## config.mk

```make
export PLATFORM = sky130hd
export DESIGN_NAME = dsp_ch_addr_split
export DESIGN_NICKNAME = d
export VERILOG_FILES = /design/src/rtl/dsp_ch_addr_split.sv
export SDC_FILE = /design/constraint.sdc
export NUM_CORES = 1
export LEC_CHECK = 0
export ABC_AREA = 1
export CAP_MARGIN = 5
export CORE_MARGIN = 5
export CORE_UTILIZATION = 45
export CTS_CLUSTER_SIZE = 14
export DETAILED_ROUTE_END_ITERATION = 16
export PLACE_DENSITY = 0.9
export SYNTH_ARGS = -nofsm -noshare
export SYNTH_HDL_FRONTEND = slang
export SYNTH_SLANG_ARGS = --single-unit
```

## constraint.sdc

```tcl
create_clock -name aclk -period 9 [get_ports aclk]
set_input_delay 2.7 -clock aclk [delete_from_list [all_inputs] [get_ports aclk]]
set_output_delay 2.7 -clock aclk [all_outputs]
set_load 0.03 [all_outputs]
```

## src/rtl/dsp_ch_addr_split.sv

```systemverilog
// dsp_ch_addr_split
// Takes a global burst request, decodes the channel from the address and
// clears the channel field. A burst that runs past the end of its channel
// window is cut into two sub-bursts, and the second goes to the next channel.
// Each sub-burst leaves on a registered valid/ready port for its channel.
// Requests that cannot be routed are dropped, reported with a 1-cycle err
// pulse, and counted in a saturating error counter.
module dsp_ch_addr_split #(
    parameter int NUM_CH     = 32,
    parameter int CH_SHIFT   = 28,
    parameter int LEN_W      = 8,
    parameter int BEAT_BYTES = 64
) (
    input  logic              aclk,
    input  logic              areset,
    input  logic              s_valid,
    output logic              s_ready,
    input  logic [63:0]       s_addr,
    input  logic [LEN_W-1:0]  s_len,
    output logic [NUM_CH-1:0] m_valid,
    input  logic [NUM_CH-1:0] m_ready,
    output logic [63:0]       m_addr,
    output logic [LEN_W-1:0]  m_len,
    output logic [4:0]        m_ch,
    output logic              m_split,
    output logic              err,
    output logic [15:0]       err_cnt
);

    localparam int BSH = $clog2(BEAT_BYTES);

    typedef enum logic [1:0] {
        IDLE    = 2'd0,
        ISSUE_A = 2'd1,
        ISSUE_B = 2'd2
    } state_t;

    state_t             state_r;
    state_t             state_nx_s;

    logic [NUM_CH-1:0]  m_valid_r;
    logic [63:0]        m_addr_r;
    logic [LEN_W-1:0]   m_len_r;
    logic [4:0]         m_ch_r;
    logic               split_r;
    logic               b_ok_r;
    logic [LEN_W-1:0]   len_b_r;
    logic               err_r;
    logic [15:0]        err_cnt_r;

    logic [4:0]         req_ch_s;
    logic [CH_SHIFT-1:0] req_off_s;
    logic [63:0]        req_local_s;
    logic [63:0]        req_end_s;
    logic               req_bad_s;
    logic               req_split_s;
    logic               req_b_ok_s;
    logic [LEN_W-1:0]   req_len_a_s;
    logic [LEN_W-1:0]   req_len_b_s;

    logic               cur_ready_s;
    logic               s_ready_s;
    logic               accept_s;
    logic               load_a_s;
    logic               load_b_s;
    logic               err_set_s;

    // Decode the incoming request: channel, local address, validity and split lengths.
    always_comb begin
        req_ch_s    = s_addr[CH_SHIFT +: 5];
        req_off_s   = s_addr[CH_SHIFT-1:0];
        req_local_s = {s_addr[63:CH_SHIFT+5], 5'b00000, s_addr[CH_SHIFT-1:0]};
        req_bad_s   = ({1'b0, req_ch_s} >= 6'(NUM_CH)) || (s_addr[BSH-1:0] != '0);
        // End of the burst relative to the window start; beyond 2^CH_SHIFT means it spills over.
        req_end_s   = 64'(req_off_s) + ((64'(s_len) + 64'd1) << BSH);
        req_split_s = req_end_s > (64'd1 << CH_SHIFT);
        req_b_ok_s  = ({1'b0, req_ch_s} + 6'd1) < 6'(NUM_CH);
        // Offset is beat aligned, so (2^CH_SHIFT - off)/BEAT - 1 is just the inverted offset in beats.
        req_len_a_s = LEN_W'((~req_off_s) >> BSH);
        req_len_b_s = s_len - req_len_a_s - LEN_W'(1);
    end

    // State register.
    always_ff @(posedge aclk) begin
        if (areset) begin
            state_r <= IDLE;
        end else begin
            state_r <= state_nx_s;
        end
    end

    // Next-state logic.
    always_comb begin
        state_nx_s = state_r;
        case (state_r)
            IDLE: begin
                if (accept_s && !req_bad_s) state_nx_s = ISSUE_A;
                else                        state_nx_s = IDLE;
            end
            ISSUE_A: begin
                if (cur_ready_s) begin
                    if (split_r)                     state_nx_s = b_ok_r ? ISSUE_B : IDLE;
                    else if (accept_s && !req_bad_s) state_nx_s = ISSUE_A;
                    else                             state_nx_s = IDLE;
                end else begin
                    state_nx_s = ISSUE_A;
                end
            end
            ISSUE_B: begin
                if (cur_ready_s) begin
                    if (accept_s && !req_bad_s) state_nx_s = ISSUE_A;
                    else                        state_nx_s = IDLE;
                end else begin
                    state_nx_s = ISSUE_B;
                end
            end
            default: state_nx_s = IDLE;
        endcase
    end

    // Handshake and control decode: upstream ready, load strobes, error strobe.
    always_comb begin
        cur_ready_s = |(m_valid_r & m_ready);
        s_ready_s   = 1'b0;
        case (state_r)
            IDLE:    s_ready_s = 1'b1;
            ISSUE_A: s_ready_s = !split_r && cur_ready_s;
            ISSUE_B: s_ready_s = cur_ready_s;
            default: s_ready_s = 1'b0;
        endcase
        accept_s  = s_valid && s_ready_s;
        load_a_s  = accept_s && !req_bad_s;
        load_b_s  = (state_r == ISSUE_A) && cur_ready_s && split_r && b_ok_r;
        // A dropped part B is reported in the cycle it would have been valid.
        err_set_s = (accept_s && req_bad_s) ||
                    ((state_r == ISSUE_A) && cur_ready_s && split_r && !b_ok_r);
    end

    // Registered sub-burst outputs and error reporting.
    always_ff @(posedge aclk) begin
        if (areset) begin
            m_valid_r <= '0;
            m_addr_r  <= 64'd0;
            m_len_r   <= '0;
            m_ch_r    <= 5'd0;
            split_r   <= 1'b0;
            b_ok_r    <= 1'b0;
            len_b_r   <= '0;
            err_r     <= 1'b0;
            err_cnt_r <= 16'd0;
        end else begin
            if (load_a_s) begin
                m_valid_r <= NUM_CH'(1) << req_ch_s;
                m_addr_r  <= req_local_s;
                m_len_r   <= req_split_s ? req_len_a_s : s_len;
                m_ch_r    <= req_ch_s;
                split_r   <= req_split_s;
                b_ok_r    <= req_b_ok_s;
                len_b_r   <= req_len_b_s;
            end else if (load_b_s) begin
                // Part B starts at the base of the next channel window; channel field is already clear.
                m_valid_r <= m_valid_r << 1;
                m_addr_r  <= {m_addr_r[63:CH_SHIFT], {CH_SHIFT{1'b0}}};
                m_len_r   <= len_b_r;
                m_ch_r    <= m_ch_r + 5'd1;
            end else if (cur_ready_s) begin
                m_valid_r <= '0;
            end
            err_r <= err_set_s;
            if (err_set_s && (err_cnt_r != 16'hFFFF)) begin
                err_cnt_r <= err_cnt_r + 16'd1;
            end
        end
    end

    assign s_ready = s_ready_s;
    assign m_valid = m_valid_r;
    assign m_addr  = m_addr_r;
    assign m_len   = m_len_r;
    assign m_ch    = m_ch_r;
    assign m_split = split_r;
    assign err     = err_r;
    assign err_cnt = err_cnt_r;

endmodule

```

==> flow_summary_export.csv <==
group,metric,value,unit
routing,wl,23.92,mm
global_route,grt_remaining_overflow,0,
die,start_util,45.67,%
synthesis,async_flop_share,0,%
setup_path,worst_path_max_delay_cell,"clkdlybuf4s50_1",
layout,fill_cells,1431,
placement,dpl.cell_count,1560,
synthesis,synthCells,1153,
synthesis,netlist.area_leader.share,35.28,%
sta,max_freq,136.9,MHz
setup_path,critical-path-max-stage-delay,0.58,ns
power_and_ir_drop,power,1.461,mW
sta,clock_skew,0.01223,ns
die,dieWidth,139.5,um
synthesis,yosysTopAreaCell,"dfxtp_1",
layout,nNetsFinal,1488,
placement,hpwl,17.38,mm
sta,finalSetupTns,0,ns
setup_path,path_cells,"clkdlybuf4s50_1, nand2_1, nand2_1, a221oi_2, nand4_1, nor2_1, nand3_1, nand2_1, inv_1, clkdlybuf4s50_1",
die,ios,235,
sta,max-slew-margin-rel,34.65,%
power_and_ir_drop,power.density,139.5,mW/mm2
routing,antenna_left,0,
routing,drtIter0Drc,583,
die,fp.dieH,139.5,um
clock_tree,cts_buffers,17,
global_route,grt_start_max_net_pins,85,
routing,drc,0,
synthesis,syn_avg_cell_area,6.545,um2
layout,multi_input_area,0.004185,mm2
layout,layout_common_cells,"nand2_1, clkdlybuf4s50_1, dfxtp_1, inv_1, nand3_1",
status,outcome,"complete, no violations",
clock_tree,cts_setup_buffers,0,
synthesis,synth.distinct_cells,42,
setup_path,crit_top_cell,"nand2_1",
layout,final_common_cell,"nand2_1",
synthesis,synth.yosys.seq_area_share,35.28,%
setup_path,arrival,4.61,ns
sta,rsz0062_at_grt,"no",
die,core_area,0.01652,mm2
clock_tree,clk_latency,0.43,ns
power_and_ir_drop,ir_drop,0.0001256,V
synthesis,ys_seq_elements,133,
die,rows,47,
sta,worstMarginPinSlew,0.9791,ns
sta,setup_viol,0,
setup_path,critPathCaptureType,"primary output",
synthesis,syn_area,0.007546,mm2
setup_path,crit_path_start_kind,"input pin",
placement,port_buffers,229,
global_route,grt_pass1_vias,7981,
layout,syn_to_final_growth,38.78,%
clock_tree,cts_tree,"done",
layout,drive_gt1_share,5.689,%
clock_tree,cts_sinks,133,
power_and_ir_drop,p_leak,4.408,nW
setup_path,path_buf_inv,3,
die,dieArea,0.01946,mm2
synthesis,yosysWarnings,0,
clock_tree,hold_buffers,0,
clock_tree,clk_pin_slew_worst_paths,0.06,ns
setup_path,cp_max_fo,3,
routing,first_pass_iters,7,
layout,finalNonFillerCells,1591,
clock_tree,ctsResizeCount,0,
worst_hold_path,hold_path.class,"reg -> reg",
global_route,grt.total_usage,23.77,%
clock_tree,h-tree-depth,4,
synthesis,synth_flop_cell,"dfxtp_1",
setup_path,cp_data_required_time,6.30,ns
sta,finalCritPeriodShare,81.17,%
sta,hold_ws,0.4361,ns
global_route,grt_pass1_wl,38.54,mm
run,drv_cap,0,
clock_tree,cts-root-buf,"clkbuf_16",
sta,maxSlewViolCount,0,
layout,n_antenna_cell,0,
routing,wl_per_cell,15.04,um
sta,hold_viol_final,0,
routing,vias,8245,
setup_path,crit_type,"in -> out",
clock_tree,clock_path_buffers,2,
synthesis,synth-edff-count,0,
sta,final.min_clock_period,7.305,ns
routing,via_per_inst,5.182,
placement,finalWeightedCongestion,0.9295,
setup_path,cp_top_family,"buffers and inverters",
synthesis,ys_top_cells_by_area,"dfxtp_1, nand2_1, nand3_1",
global_route,antenna_found_initial,1,
layout,register_area,0.002663,mm2
## tightest hold or removal path, stage by stage, from the launching register on
cell	delay (ns)
dfxtp_1	0.31
nand2_1	0.06
nor2_1	0.03
## registers in the layout (all words and copies together) (netlist names)
register,flops
m_split,1
m_valid,32
m_len,8
m_ch,5
err,1
b_ok_r,1
m_addr,59
state_r,2
err_cnt,16
len_b_r,8
## through the flow
| step | utilization [%] | cell area (um2) | setup slack (ns) |
|---|---|---|---|
| 6_report | 63.38 | 10470 | 1.695 |
| 2_1_floorplan | - | 7561 | 2.784 |
| 5_1_grt | 63.38 | 10470 | 1.572 |
| 4_1_cts | 63.38 | 10470 | 1.662 |
| 3_3_place_gp | 59.88 | 9894 | 1.699 |
| 3_5_place_dp | 59.88 | 9894 | 1.662 |
## Yosys cell counts, types with 7 or more instances
cell type and number:
nand2_1 406, dfxtp_1 133, inv_1 116, nand3_1 109
a21oi_1 98, nor2_1 75, clkbuf_1 22, o21ai_0 22
ha_1 20, xor2_1 17, nand4_1 13, buf_2 12
buf_4 11, nand2_2 10, nor3_1 10, a21oi_2 8
xnor2_1 8, nor4_1 7
## power breakdown
part           leakage [nW]  internal [mW]  switching [mW]
registers              1.07          0.592         0.00241
logic                  3.06         0.0795          0.0993
clock network         0.273          0.429           0.259
## logic make-up after synthesis
kind of cell    Yosys count  synth area share (%)
other cells               1               0.04970
flops                   133                 35.28
compound gates          141                 10.48
xor+xnor                 25                 2.902
fa+ha+maj                22                 3.847
simple gates            660                 37.99
buf+inv                 171                 9.451
## area by class of cell
cell class | instances | share of cell area (%)
clock buffer | 24 | 4.600
clock inverter | 7 | 0.9200
inverter | 121 | 4.337
multi-input combinational | 853 | 39.96
sequential | 133 | 25.42
tap | 220 | 2.628
timing repair buffer | 233 | 22.13
## worst paths after layout
path | startpoint | endpoint | slack, ns | cells after the start
setup / recovery | m_ready[0] | s_ready | 1.69 | 10
hold / removal | m_addr[2] | m_addr[2] | 0.44 | 2
setup reg to reg | m_split | m_addr[24] | 5.78 | 6
hold reg to reg | m_addr[2] | m_addr[2] | 0.44 | 2
## per-layer routing
layer	wire length [um]	global-route usage (%)
met3	2135	6.998
met5	11	0
met1	9589	27.32
met2	11760	42.11
met4	430	8.084
Power figures use the tool's default switching activity.
